[config.mk]
export PLATFORM = sky130hd
export DESIGN_NAME = key_debounce_flat
export DESIGN_NICKNAME = d
export VERILOG_FILES = /design/src/rtl/key_debounce_pkg.sv /design/src/rtl/key_debounce_if.sv /design/src/rtl/key_debounce_ch.sv /design/src/rtl/key_debounce.sv /design/src/flat_wrapper.sv
export SDC_FILE = /design/constraint.sdc
export NUM_CORES = 1
export LEC_CHECK = 0
export ABC_AREA = 0
export CORE_MARGIN = 3
export CORE_UTILIZATION = 63
export DETAILED_ROUTE_END_ITERATION = 10
export PLACE_DENSITY_LB_ADDON = 0.3
export SETUP_SLACK_MARGIN = 0.1
export SYNTH_ARGS = -nofsm -noshare
export SYNTH_HDL_FRONTEND = slang
export SYNTH_SLANG_ARGS = --single-unit
[constraint.sdc]
create_clock -name clk -period 3.1 [get_ports clk]
set_input_delay 0.62 -clock clk [delete_from_list [all_inputs] [get_ports clk]]
set_output_delay 0.62 -clock clk [all_outputs]
set_load 0.05 [all_outputs]
[src/rtl/key_debounce_pkg.sv]
// key_pkg: debounce FSM state type and millisecond-to-cycle helpers
package key_pkg;
  typedef enum logic [1:0] {IDLE, PRESS_WAIT, PRESSED, RELEASE_WAIT} state_t;
  function automatic int ms_to_cyc(int clk_hz, int ms);
    return clk_hz / 1000 * ms;
  endfunction
  function automatic int cnt_width(int cyc);
    return $clog2(cyc + 1);
  endfunction
endpackage

[src/rtl/key_debounce_if.sv]
// key_debounce_if: raw key pins in, debounced level and event pulses out
interface key_debounce_if #(parameter int N = 4);
  logic [N-1:0] key_in;
  logic [N-1:0] key_level;
  logic [N-1:0] key_press;
  logic [N-1:0] key_release;
  logic [N-1:0] key_long;
  modport master (output key_in, input key_level, key_press, key_release, key_long);
  modport slave (input key_in, output key_level, key_press, key_release, key_long);
endinterface

[src/rtl/key_debounce_ch.sv]
// key_debounce_ch: one key channel - synchroniser, debounce FSM, hold counter
module key_debounce_ch
  import key_pkg::*;
#(
  parameter int DB_CYC     = 1_000_000,
  parameter int LONG_CYC   = 50_000_000,
  parameter bit ACTIVE_LOW = 1'b1
) (
  input  logic clk,
  input  logic rstn,
  input  logic key_in,
  output logic key_level,
  output logic key_press,
  output logic key_release,
  output logic key_long
);
  localparam int CW = cnt_width(DB_CYC);
  localparam int HW = cnt_width(LONG_CYC);
  logic [1:0] sync;
  logic s;
  state_t st, st_n;
  logic [CW-1:0] cnt, cnt_n;
  logic [HW-1:0] hold, hold_n;
  logic db_done, hold_run, level_n, press_n, release_n, long_n;
  assign s = sync[1];
  assign db_done = cnt == CW'(DB_CYC - 1);
  always_ff @(posedge clk or negedge rstn) begin
    if (!rstn) begin
      sync <= '0;
      st <= IDLE;
      cnt <= '0;
      hold <= '0;
      key_level <= 1'b0;
      key_press <= 1'b0;
      key_release <= 1'b0;
      key_long <= 1'b0;
    end else begin
      sync <= {sync[0], key_in ^ ACTIVE_LOW};
      st <= st_n;
      cnt <= cnt_n;
      hold <= hold_n;
      key_level <= level_n;
      key_press <= press_n;
      key_release <= release_n;
      key_long <= long_n;
    end
  end
  always_comb begin
    st_n = st;
    case (st)
      IDLE:         st_n = s ? PRESS_WAIT : IDLE;
      PRESS_WAIT:   st_n = !s ? IDLE : db_done ? PRESSED : PRESS_WAIT;
      PRESSED:      st_n = s ? PRESSED : RELEASE_WAIT;
      RELEASE_WAIT: st_n = s ? PRESSED : db_done ? IDLE : RELEASE_WAIT;
      default:      st_n = IDLE;
    endcase
  end
  // hold keeps counting through release bounces and saturates at LONG_CYC-1
  always_comb begin
    hold_run = (st == PRESSED || st == RELEASE_WAIT) && st_n != IDLE;
    cnt_n = ((st == PRESS_WAIT || st == RELEASE_WAIT) && st_n == st) ? cnt + 1'b1 : '0;
    hold_n = st_n == IDLE ? '0 : (hold_run && hold != HW'(LONG_CYC - 1)) ? hold + 1'b1 : hold;
    level_n = st_n == PRESSED || st_n == RELEASE_WAIT;
    press_n = st == PRESS_WAIT && st_n == PRESSED;
    release_n = st == RELEASE_WAIT && st_n == IDLE;
    long_n = hold_run && hold == HW'(LONG_CYC - 2);
  end
endmodule

[src/rtl/key_debounce.sv]
// key_debounce: N independent debounced key channels with press/release/long events
module key_debounce
  import key_pkg::*;
#(
  parameter int N_KEYS      = 4,
  parameter int CLK_HZ      = 50_000_000,
  parameter int DEBOUNCE_MS = 20,
  parameter int LONG_MS     = 1000,
  parameter int ACTIVE_LOW  = 1
) (
  input logic clk,
  input logic rstn,
  key_debounce_if.slave kb
);
  localparam int DB_CYC = ms_to_cyc(CLK_HZ, DEBOUNCE_MS);
  localparam int LONG_CYC = ms_to_cyc(CLK_HZ, LONG_MS);
  logic [N_KEYS-1:0] lvl, prs, rel, lng;
  initial begin
    assert (DB_CYC >= 1) else $fatal(1, "key_debounce: DB_CYC must be >= 1");
    assert (LONG_CYC > DB_CYC) else $fatal(1, "key_debounce: LONG_CYC must exceed DB_CYC");
  end
  for (genvar i = 0; i < N_KEYS; i++) begin : g_ch
    key_debounce_ch #(
      .DB_CYC(DB_CYC),
      .LONG_CYC(LONG_CYC),
      .ACTIVE_LOW(ACTIVE_LOW != 0)
    ) u_ch (
      .clk(clk),
      .rstn(rstn),
      .key_in(kb.key_in[i]),
      .key_level(lvl[i]),
      .key_press(prs[i]),
      .key_release(rel[i]),
      .key_long(lng[i])
    );
  end
  assign kb.key_level = lvl;
  assign kb.key_press = prs;
  assign kb.key_release = rel;
  assign kb.key_long = lng;
endmodule

[src/flat_wrapper.sv]
// flat-port wrapper written by rule: the top's interface ports become plain ports
module key_debounce_flat import key_pkg::*;
#(
  parameter int N_KEYS      = 4,
  parameter int CLK_HZ      = 50_000_000,
  parameter int DEBOUNCE_MS = 20,
  parameter int LONG_MS     = 1000,
  parameter int ACTIVE_LOW  = 1
)
  (clk, rstn, kb_key_in, kb_key_level, kb_key_press, kb_key_release, kb_key_long);
  key_debounce_if #(.N(4)) kb_i ();
  input logic clk;
  input logic rstn;
  input wire logic [$bits(kb_i.key_in)-1:0] kb_key_in;
  output wire logic [$bits(kb_i.key_level)-1:0] kb_key_level;
  output wire logic [$bits(kb_i.key_press)-1:0] kb_key_press;
  output wire logic [$bits(kb_i.key_release)-1:0] kb_key_release;
  output wire logic [$bits(kb_i.key_long)-1:0] kb_key_long;
  assign kb_i.key_in = kb_key_in;
  assign kb_key_level = kb_i.key_level;
  assign kb_key_press = kb_i.key_press;
  assign kb_key_release = kb_i.key_release;
  assign kb_key_long = kb_i.key_long;
  key_debounce #(.N_KEYS(N_KEYS), .CLK_HZ(CLK_HZ), .DEBOUNCE_MS(DEBOUNCE_MS), .LONG_MS(LONG_MS), .ACTIVE_LOW(ACTIVE_LOW)) u_core (.clk(clk), .rstn(rstn), .kb(kb_i));
endmodule
==> results of run 1 <==
logic make-up after synthesis:
logic type               count (synthesis)  share of synthesized area, %
multiplexers                            53                          4.78
adder cells (fa/ha/maj)                 12                          1.33
XOR/XNOR                                86                          6.66
buffers and inverters                   82                          3.47
flip-flops                             216                          47.8
AND/OR/NAND/NOR                        601                          28.3
AO/OA/AOI/OAI                          125                          7.65
power groups by stage:
stage	Clock (mW)	Sequential, mW	Combinational, mW
6_report	2.84	2.85	0.129
3_5_place_dp	0	2.90	0.134
5_1_grt	3.01	2.85	0.150
3_3_place_gp	0	2.90	0.133
4_1_cts	2.89	2.85	0.135
2_1_floorplan	0	2.89	0.0551
sequential cells by signal (all words and copies together), names as in the netlist:
signal,count
u_core.g_ch.u_ch.hold,104
u_core.g_ch.u_ch.cnt,80
u_core.g_ch.u_ch.st,8
u_core.g_ch.u_ch.sync,8
u_core.g_ch.u_ch.key_level,4
u_core.g_ch.u_ch.key_long,4
u_core.g_ch.u_ch.key_press,4
u_core.g_ch.u_ch.key_release,4
metal layers:
metal	vias up	global-route usage [%]	part of all wire, %
li1	4258	-	-
met1	4398	33.6	46
met2	210	38.9	48
met3	56	3.35	3.7
met4	0	7.34	2.7
met5	-	0	0
final cells by class:
cell class | count | area share [%]
Clock buffer | 35 | 5.90
Clock inverter | 9 | 0.584
Inverter | 29 | 0.875
Multi-Input combinational cell | 877 | 44.3
Sequential cell | 216 | 43.5
Tap cell | 225 | 2.26
Timing Repair Buffer | 32 | 2.60
path summary, 6_finish.rpt:
check                                            startpoint                      endpoint  slack (ps)  cells past startpoint
worst max-delay path             u_core.g_ch[1].u_ch.cnt[8]  u_core.g_ch[1].u_ch.hold[21]         540                      5
max in group asynchronous                              rstn  u_core.g_ch[0].u_ch.hold[16]        2320                      2
worst min-delay path                                   rstn  u_core.g_ch[2].u_ch.hold[25]          60                      1
worst min register to register  u_core.g_ch[2].u_ch.sync[0]   u_core.g_ch[2].u_ch.sync[1]         350                      0
worst max register to register   u_core.g_ch[1].u_ch.cnt[8]  u_core.g_ch[1].u_ch.hold[21]         540                      5
min in group clk                u_core.g_ch[2].u_ch.sync[0]   u_core.g_ch[2].u_ch.sync[1]         350                      0
placed cells by master, fill, tap and decap left out, types with 4 or more instances in the layout:
master / netlist / layout
mux2i_1: 45 / 45
xnor2_1: 26 / 26
dfrtp_1: 216 / 216
clkdlybuf4s50_1: 0 / 20
nand4_1: 53 / 53
nand4b_1: 7 / 7
nor3_1: 31 / 31
or3_1: 11 / 11
mux2_2: 8 / 8
a21oi_1: 31 / 31
nor4_1: 20 / 20
nor4bb_1: 5 / 5
clkbuf_16: 0 / 25
xor2_1: 60 / 60
o211ai_1: 13 / 13
o31ai_1: 25 / 25
or4_1: 16 / 16
o21ai_0: 14 / 12
inv_1: 29 / 29
nor3b_1: 5 / 5
nand2b_1: 14 / 14
buf_4: 17 / 9
a211oi_1: 6 / 6
a2111o_1: 4 / 4
nand3_1: 74 / 74
and3_1: 27 / 27
nor2_1: 128 / 128
clkinv_2: 0 / 7
and4_1: 27 / 27
o21ai_1: 3 / 5
o311ai_0: 7 / 7
nor4b_1: 9 / 9
nand2_1: 136 / 136
clkbuf_8: 0 / 7
and2_1: 14 / 14
ha_1: 12 / 12
stage by stage:
step	std cells	hold WS, ps
after floorplan	1175	324
after global placement	1379	331
after detailed placement	1379	336
after CTS	1423	74.6
after global routing	1423	92.4
final	1423	57.3
worst max-delay path: stages, from the launching register on:
cell and delay, ps:
dfrtp_1 420, or4b_1 590, nor4b_2 450, a21oi_1 420, and4_1 310, a211o_1 250
==> flow_summary.json, run 1 <==
{
  "final_min_period_over_clock_period_pct": 82.5,
  "grt_max_degree": 70,
  "gr-usage-all-layers_pct": 23.8,
  "vdd_drop_max_mv": 0.510,
  "setup-tns-final_ps": 0,
  "start_util_pct": 64.9,
  "endpoint_kind": "flip-flop",
  "critPathKind": "flip-flop to flip-flop",
  "synth_area_leader_cell": "dfrtp_1",
  "wl_per_cell_um": 16.2,
  "clock_path_buffers": 3,
  "clkTransAtPathRegs_ps": 60,
  "power_leakage_nw": 5.07,
  "cts_tree": "yes",
  "post_cts_buffers": 0,
  "setup_slack_ps": 544,
  "dieArea_um2": 19600,
  "syn_area_per_cell_um2": 9.62,
  "power_frac_comb_pct": 2.2,
  "crit_fanout": 13,
  "yosysSeqAreaShare_pct": 47.8,
  "cellPowerDensity_nw_per_um2": 468,
  "cts-resized-gates": 0,
  "num_rows": 48,
  "dr.pass1.iters": 5,
  "status": "complete, no violations",
  "postRouteAntennaNets": 0,
  "finalHoldViolCount": 0,
  "grt_overflow": 0,
  "fillers": 1283,
  "first_global_vias": 8688,
  "fin_area_um2": 12400,
  "slew_viol_final": 0,
  "synthFlopType": "dfrtp_1",
  "num_io_pins": 22,
  "hp-class": "primary input to asynchronous set/reset pin",
  "synth_warnings": 0,
  "utilization_pct": 71.4,
  "dpl_cell_area_um2": 11600,
  "antenna_found_initial": 0,
  "finalCriticalPeriod_ps": 2560,
  "worstPathRequired_ps": 3500,
  "slew-limit-headroom_pct": 32.5,
  "cp.arrival_ps": 2950,
  "syn_nets": 1193,
  "post-route-drc-count": 0,
  "num-nets-final": 1198,
  "synth.most_common_cell": "dfrtp_1",
  "worstMarginPinSlew_ps": 1010,
  "synth_top_area_share_pct": 47.8,
  "finalSetupViolCount": 0,
  "regArea_um2": 5410,
  "core-area_um2": 17400,
  "ys_ff_latch": 216,
  "cts_made_buffers": 24,
  "area_delta_synth_final_pct": 9.96,
  "num_vias": 8922,
  "die_w_um": 140,
  "rsz0062_at_grt": "no",
  "routed_wl_um": 23100,
  "clock-sinks": 216,
  "seq_power_share_pct": 49.0,
  "multi_input_area_um2": 5510,
  "synth-async-reset-ratio_pct": 100,
  "die_height_um": 140,
  "synth_cells": 1175,
  "gp_congestion": 0.866,
  "diodes": 0,
  "switching_share_pct": 21.3,
  "drive_gt1_share_pct": 6.59,
  "synth_cell_types": 69,
  "drv_cap": 0,
  "worstSkewPairLatency_ps": 510,
  "cts_max_level": 1,
  "dp_worst_setup_slack_ps": 598,
  "cts-root-buf": "clkbuf_16",
  "dpl.hpwl_um": 15100,
  "fmax_mhz": 391,
  "clkPwrFrac_pct": 48.8,
  "port_buffers": 21,
  "synth_edf_count": 0,
  "synthTopCellsByArea": "dfrtp_1, xor2_1, nand2_1",
  "skew_ps": 9.70,
  "power_switching_mw": 1.24,
  "synthTopCellsByCount": "dfrtp_1, nand2_1, nor2_1, nand3_1, xor2_1",
  "synth_area_um2": 11300,
  "startpoint_type": "flip-flop",
  "p_int_mw": 4.58,
  "drtIter0Drc": 529,
  "grt_pass1_wl_um": 40600,
  "total_power_mw": 5.82,
  "holdBufCountCts": 0,
  "via_per_inst": 6.27
}
Note: power is estimated with default switching activity, not from simulation.
==> run 2: changes to the inputs <==
==> constraint.sdc (replaced) <==
create_clock -name clk -period 2.5 [get_ports clk]
set_input_delay 0.5 -clock clk [delete_from_list [all_inputs] [get_ports clk]]
set_output_delay 0.5 -clock clk [all_outputs]
set_load 0.05 [all_outputs]
==> flow_summary.json, run 2 (synthesis results as in run 1) <==
{
  "via_per_inst": 6.18,
  "fillers": 1253,
  "cts_max_level": 1,
  "post-route-drc-count": 0,
  "cts-root-buf": "clkbuf_16",
  "area_delta_synth_final_pct": 11.5,
  "core-area_um2": 17400,
  "drive_gt1_share_pct": 8.49,
  "finalCriticalPeriod_ps": 2270,
  "routed_wl_um": 23300,
  "clock_path_buffers": 3,
  "rsz0062_at_grt": "no",
  "worstSkewPairLatency_ps": 500,
  "endpoint_kind": "flip-flop",
  "clock-sinks": 216,
  "start_util_pct": 64.9,
  "worstPathRequired_ps": 2920,
  "fin_hold_ws_ps": 350,
  "num_rows": 48,
  "antenna_found_initial": 0,
  "grt_overflow": 0,
  "dieArea_um2": 19600,
  "power_leakage_nw": 5.17,
  "clkTransAtPathRegs_ps": 60,
  "port_buffers": 21,
  "cp_slowest_cell": "or4_4",
  "finalSetupViolCount": 0,
  "multi_input_area_um2": 5520,
  "num_io_pins": 22,
  "final_min_period_over_clock_period_pct": 90.9,
  "utilization_pct": 72.4,
  "die_w_um": 140,
  "status": "complete, no violations",
  "die_height_um": 140,
  "gr-usage-all-layers_pct": 23.7,
  "worstMarginPinSlew_ps": 717,
  "num-nets-final": 1228,
  "drtIter0Drc": 656,
  "regArea_um2": 5410,
  "critPathKind": "flip-flop to flip-flop",
  "dpl_cell_area_um2": 11900,
  "largest_reg_flops": 104,
  "grt_max_degree": 79,
  "diodes": 0,
  "finalHoldViolCount": 0,
  "first_global_vias": 8786,
  "final_common_cell": "dfrtp_1",
  "drv_cap": 0,
  "fmax_mhz": 440,
  "startpoint_type": "flip-flop",
  "path_common_cell": "or4_4",
  "gp_congestion": 0.895,
  "cts_made_buffers": 23,
  "crit_chain": "or4_4 -> or4_4 -> o211ai_2 -> buf_4 -> o21ai_0 -> a21oi_1",
  "cts_tree": "yes",
  "regMostFlops": "u_core.g_ch.u_ch.hold",
  "max_stage_delay_ps": 590,
  "crit_fanout": 14,
  "wl_per_cell_um": 16.1,
  "critPathTopFamily": "simple AND/OR/NAND/NOR gates",
  "slew_viol_final": 0,
  "cp_num_buf_inv": 1,
  "skew_ps": 8.89,
  "critPathLaunch": "u_core.g_ch[2].u_ch.cnt[7]",
  "biggestRegsByFlops": "u_core.g_ch.u_ch.hold (104), u_core.g_ch.u_ch.cnt (80)",
  "slew-limit-headroom_pct": 51.8,
  "setup-tns-final_ps": 0,
  "cellPowerDensity_nw_per_um2": 558,
  "dr.pass1.iters": 5,
  "total_power_mw": 7.03,
  "layout_common_cells": "dfrtp_1, nand2_1, nor2_1",
  "postRouteAntennaNets": 0,
  "cp.arrival_ps": 2700,
  "vdd_drop_max_mv": 0.604,
  "rr_startpoint": "u_core.g_ch[2].u_ch.cnt[7]",
  "post_cts_buffers": 0,
  "min_from": "u_core.g_ch[2].u_ch.sync[0]",
  "fin_area_um2": 12600,
  "hp-class": "flip-flop to flip-flop",
  "dpl.hpwl_um": 15700,
  "num_vias": 8954,
  "grt_pass1_wl_um": 40100
}
-- run 2: cell types whose count changed in the layout (fill, tap and decap cells not counted), moves of 2 or more --
| cell | delta |
|---|---|
| clkbuf_8 | -4 |
| buf_4 | +30 |
| clkbuf_1 | +2 |
| clkbuf_16 | -2 |
| clkinv_2 | -2 |
-- run 2: metal layers --
metal / wire [um] / global-route usage [%]
met1: 10600 / 32.4
met4: 397 / 6.63
met2: 11300 / 40.6
met5: 0 / 0
met3: 993 / 2.70
-- run 2: worst reg2reg max path, cell delays in order, from the launching register on --
cell and delay [ps]:
dfrtp_1 440, or4_4 590, or4_4 520, o211ai_2 170, buf_4 210, o21ai_0 120
a21oi_1 140
-- run 2: final cells by class --
cell class              instances  share of cell area, %
clock inverters                 9                  0.794
clock buffers                  31                   5.04
multi-input cells             877                   43.8
repair buffers                 63                   4.42
well taps                     225                   2.23
flip-flops and latches        216                   42.9
inverters                      29                  0.863
-- run 2: worst paths after layout --
| kind | end | slack [ps] | cells past startpoint |
|---|---|---|---|
| worst min register to register | u_core.g_ch[2].u_ch.sync[1] | 350 | 0 |
| min in group asynchronous | u_core.g_ch[2].u_ch.hold[11] | 540 | 2 |
| worst max-delay path | u_core.g_ch[2].u_ch.hold[18] | 230 | 6 |
| worst max register to register | u_core.g_ch[2].u_ch.hold[18] | 230 | 6 |
| worst min-delay path | u_core.g_ch[2].u_ch.sync[1] | 350 | 0 |
| max in group asynchronous | u_core.g_ch[0].u_ch.hold[8] | 1170 | 3 |
-- run 2: where the power goes --
part / leakage, nW / internal (mW) / switching, mW
logic: 1.83 / 0.0468 / 0.129
registers: 2.99 / 3.51 / 0.0179
clock network: 0.359 / 1.98 / 1.34
total: 5.17 / 5.54 / 1.49
-- run 2: stage by stage --
stage / cells / worst slack, ps
after floorplan: 1175 / 334
after global placement: 1409 / 303
after detailed placement: 1409 / 248
after CTS: 1450 / 207
after global routing: 1450 / 133
final: 1450 / 228
-- run 2: what timing repair did --
item / 4_1_cts / 5_1_grt
hold buffers: 1 / 0
setup endpoints to repair: 0 / 11
hold endpoints to repair: 7 / 0
gates resized for setup: 0 / 2
==> run 3: changes to the inputs <==
--- a/config.mk
+++ b/config.mk
@@ -6,7 +6,6 @@
 export NUM_CORES = 1
 export LEC_CHECK = 0
 export ABC_AREA = 0
-export CORE_MARGIN = 3
 export CORE_UTILIZATION = 63
 export DETAILED_ROUTE_END_ITERATION = 10
 export PLACE_DENSITY_LB_ADDON = 0.3
==> flow_summary.json, run 3 (synthesis results as in run 1) <==
{
  "finalHoldViolCount": 0,
  "cts_max_level": 1,
  "num-nets-final": 1225,
  "stdcell_count": 1446,
  "crit_fanout": 9,
  "setup-tns-final_ps": 0,
  "diodes": 0,
  "worstMarginPinSlew_ps": 680,
  "area_delta_synth_final_pct": 11.8,
  "vdd_drop_max_mv": 0.570,
  "final_min_period_over_clock_period_pct": 91.7,
  "rsz0062_at_grt": "no",
  "via_per_inst": 6.22,
  "slew_viol_final": 0,
  "wl_per_cell_um": 16.2,
  "cp_num_buf_inv": 1,
  "port_buffers": 21,
  "clock-sinks": 216,
  "hp-class": "flip-flop to flip-flop",
  "cp.arrival_ps": 2640,
  "grt_pass1_wl_um": 40000,
  "top_layer_used": "met4",
  "layout_common_cells": "dfrtp_1, nand2_1, nor2_1",
  "grt_max_degree": 74,
  "start_util_pct": 64.9,
  "finalCriticalPeriod_ps": 2290,
  "cts-root-buf": "clkbuf_16",
  "grt_overflow": 0,
  "dr.pass1.iters": 5,
  "dp.cells": 1406,
  "regMostFlops": "u_core.g_ch.u_ch.hold",
  "dpl.hpwl_um": 15600,
  "core-area_um2": 17400,
  "final_common_cell": "dfrtp_1",
  "largest_reg_flops": 104,
  "drive_gt1_share_pct": 8.44,
  "worstPathRequired_ps": 2850,
  "worstSkewPairLatency_ps": 510,
  "slew-limit-headroom_pct": 54.4,
  "post_cts_buffers": 0,
  "clkTransAtPathRegs_ps": 60,
  "wl_met3_um": 927,
  "routed_wl_um": 23500,
  "die_height_um": 136,
  "antenna_found_initial": 0,
  "drv_cap": 0,
  "power_switching_mw": 1.49,
  "biggestRegsByFlops": "u_core.g_ch.u_ch.hold (104), u_core.g_ch.u_ch.cnt (80)",
  "clock_path_buffers": 3,
  "first_global_vias": 8562,
  "num_io_pins": 22,
  "finalSetupViolCount": 0,
  "cellPowerDensity_nw_per_um2": 563,
  "gp_congestion": 0.899,
  "drt-met1-wl_um": 10600,
  "drtIter0Drc": 685,
  "endpoint_kind": "flip-flop",
  "critPathTopFamily": "simple AND/OR/NAND/NOR gates",
  "status": "complete, no violations",
  "critPathKind": "flip-flop to flip-flop",
  "num_vias": 9001,
  "power_frac_comb_pct": 2.5,
  "dieArea_um2": 18500,
  "max_stage_delay_ps": 520,
  "postRouteAntennaNets": 0,
  "startpoint_type": "flip-flop",
  "total_power_mw": 7.11,
  "fmax_mhz": 436,
  "num_rows": 48,
  "die_w_um": 136,
  "crit_chain": "nor4b_1 -> nor4bb_1 -> buf_4 -> nand2_1 -> o21ai_1 -> nor2_1",
  "p_int_mw": 5.62,
  "clkPwrFrac_pct": 47.8,
  "cts_tree": "yes",
  "cp_slowest_cell": "nor4b_1",
  "skew_ps": 8.32,
  "power_leakage_nw": 5.19,
  "seq_power_share_pct": 49.7,
  "post-route-drc-count": 0,
  "gr-usage-all-layers_pct": 26.2,
  "switching_share_pct": 21.0,
  "wl_met2_um": 11400,
  "cts_made_buffers": 23
}
[run 3: layer usage]
| metal | track usage [%] | up-vias |
|---|---|---|
| li1 | - | 4320 |
| met1 | 35.6 | 4402 |
| met2 | 43.5 | 218 |
| met3 | 3.65 | 61 |
| met4 | 7.90 | 0 |
| met5 | 0 | - |
[run 3: timing repair]
action,4_1_cts,5_1_grt
endpoints found under the setup margin,0,12
endpoints found under the hold margin,67,0
gates resized for setup,0,3
hold buffers,1,0
[run 3: final timing paths]
check	cells after the start	startpoint	slack (ps)	endpoint
min in group asynchronous	2	rstn	560	u_core.g_ch[2].u_ch.hold[24]
min	0	u_core.g_ch[0].u_ch.sync[0]	350	u_core.g_ch[0].u_ch.sync[1]
max in group asynchronous	3	rstn	1260	u_core.g_ch[1].u_ch.hold[9]
max reg2reg	6	u_core.g_ch[0].u_ch.cnt[8]	210	u_core.g_ch[0].u_ch.hold[13]
min reg2reg	0	u_core.g_ch[0].u_ch.sync[0]	350	u_core.g_ch[0].u_ch.sync[1]
max	6	u_core.g_ch[0].u_ch.cnt[8]	210	u_core.g_ch[0].u_ch.hold[13]
[run 3: final cells by class]
cell class                 count  area (um^2)
multi-input combinational    877         5530
sequential                   216         5410
fill                        1267         4780
clock buffer                  31          666
timing repair buffer          60          548
tap                          225          282
inverter                      29          109
clock inverter                 8         95.1
[run 3: stage by stage]
step	setup WS (ps)	area (um^2)	hold slack (ps)	util [%]
3_3_place_gp	294	11800	332	68.0
4_1_cts	197	12600	353	72.4
5_1_grt	111	12600	365	72.6
6_report	209	12600	350	72.6
3_5_place_dp	252	11800	337	68.0
2_1_floorplan	334	11300	204	-
[run 3: power groups by stage]
stage	Combinational, mW	Clock, mW	Sequential [mW]
2_1_floorplan	0.0683	0	3.59
3_3_place_gp	0.177	0	3.59
4_1_cts	0.183	3.47	3.53
3_5_place_dp	0.180	0	3.59
5_1_grt	0.204	3.60	3.53
6_report	0.177	3.40	3.53
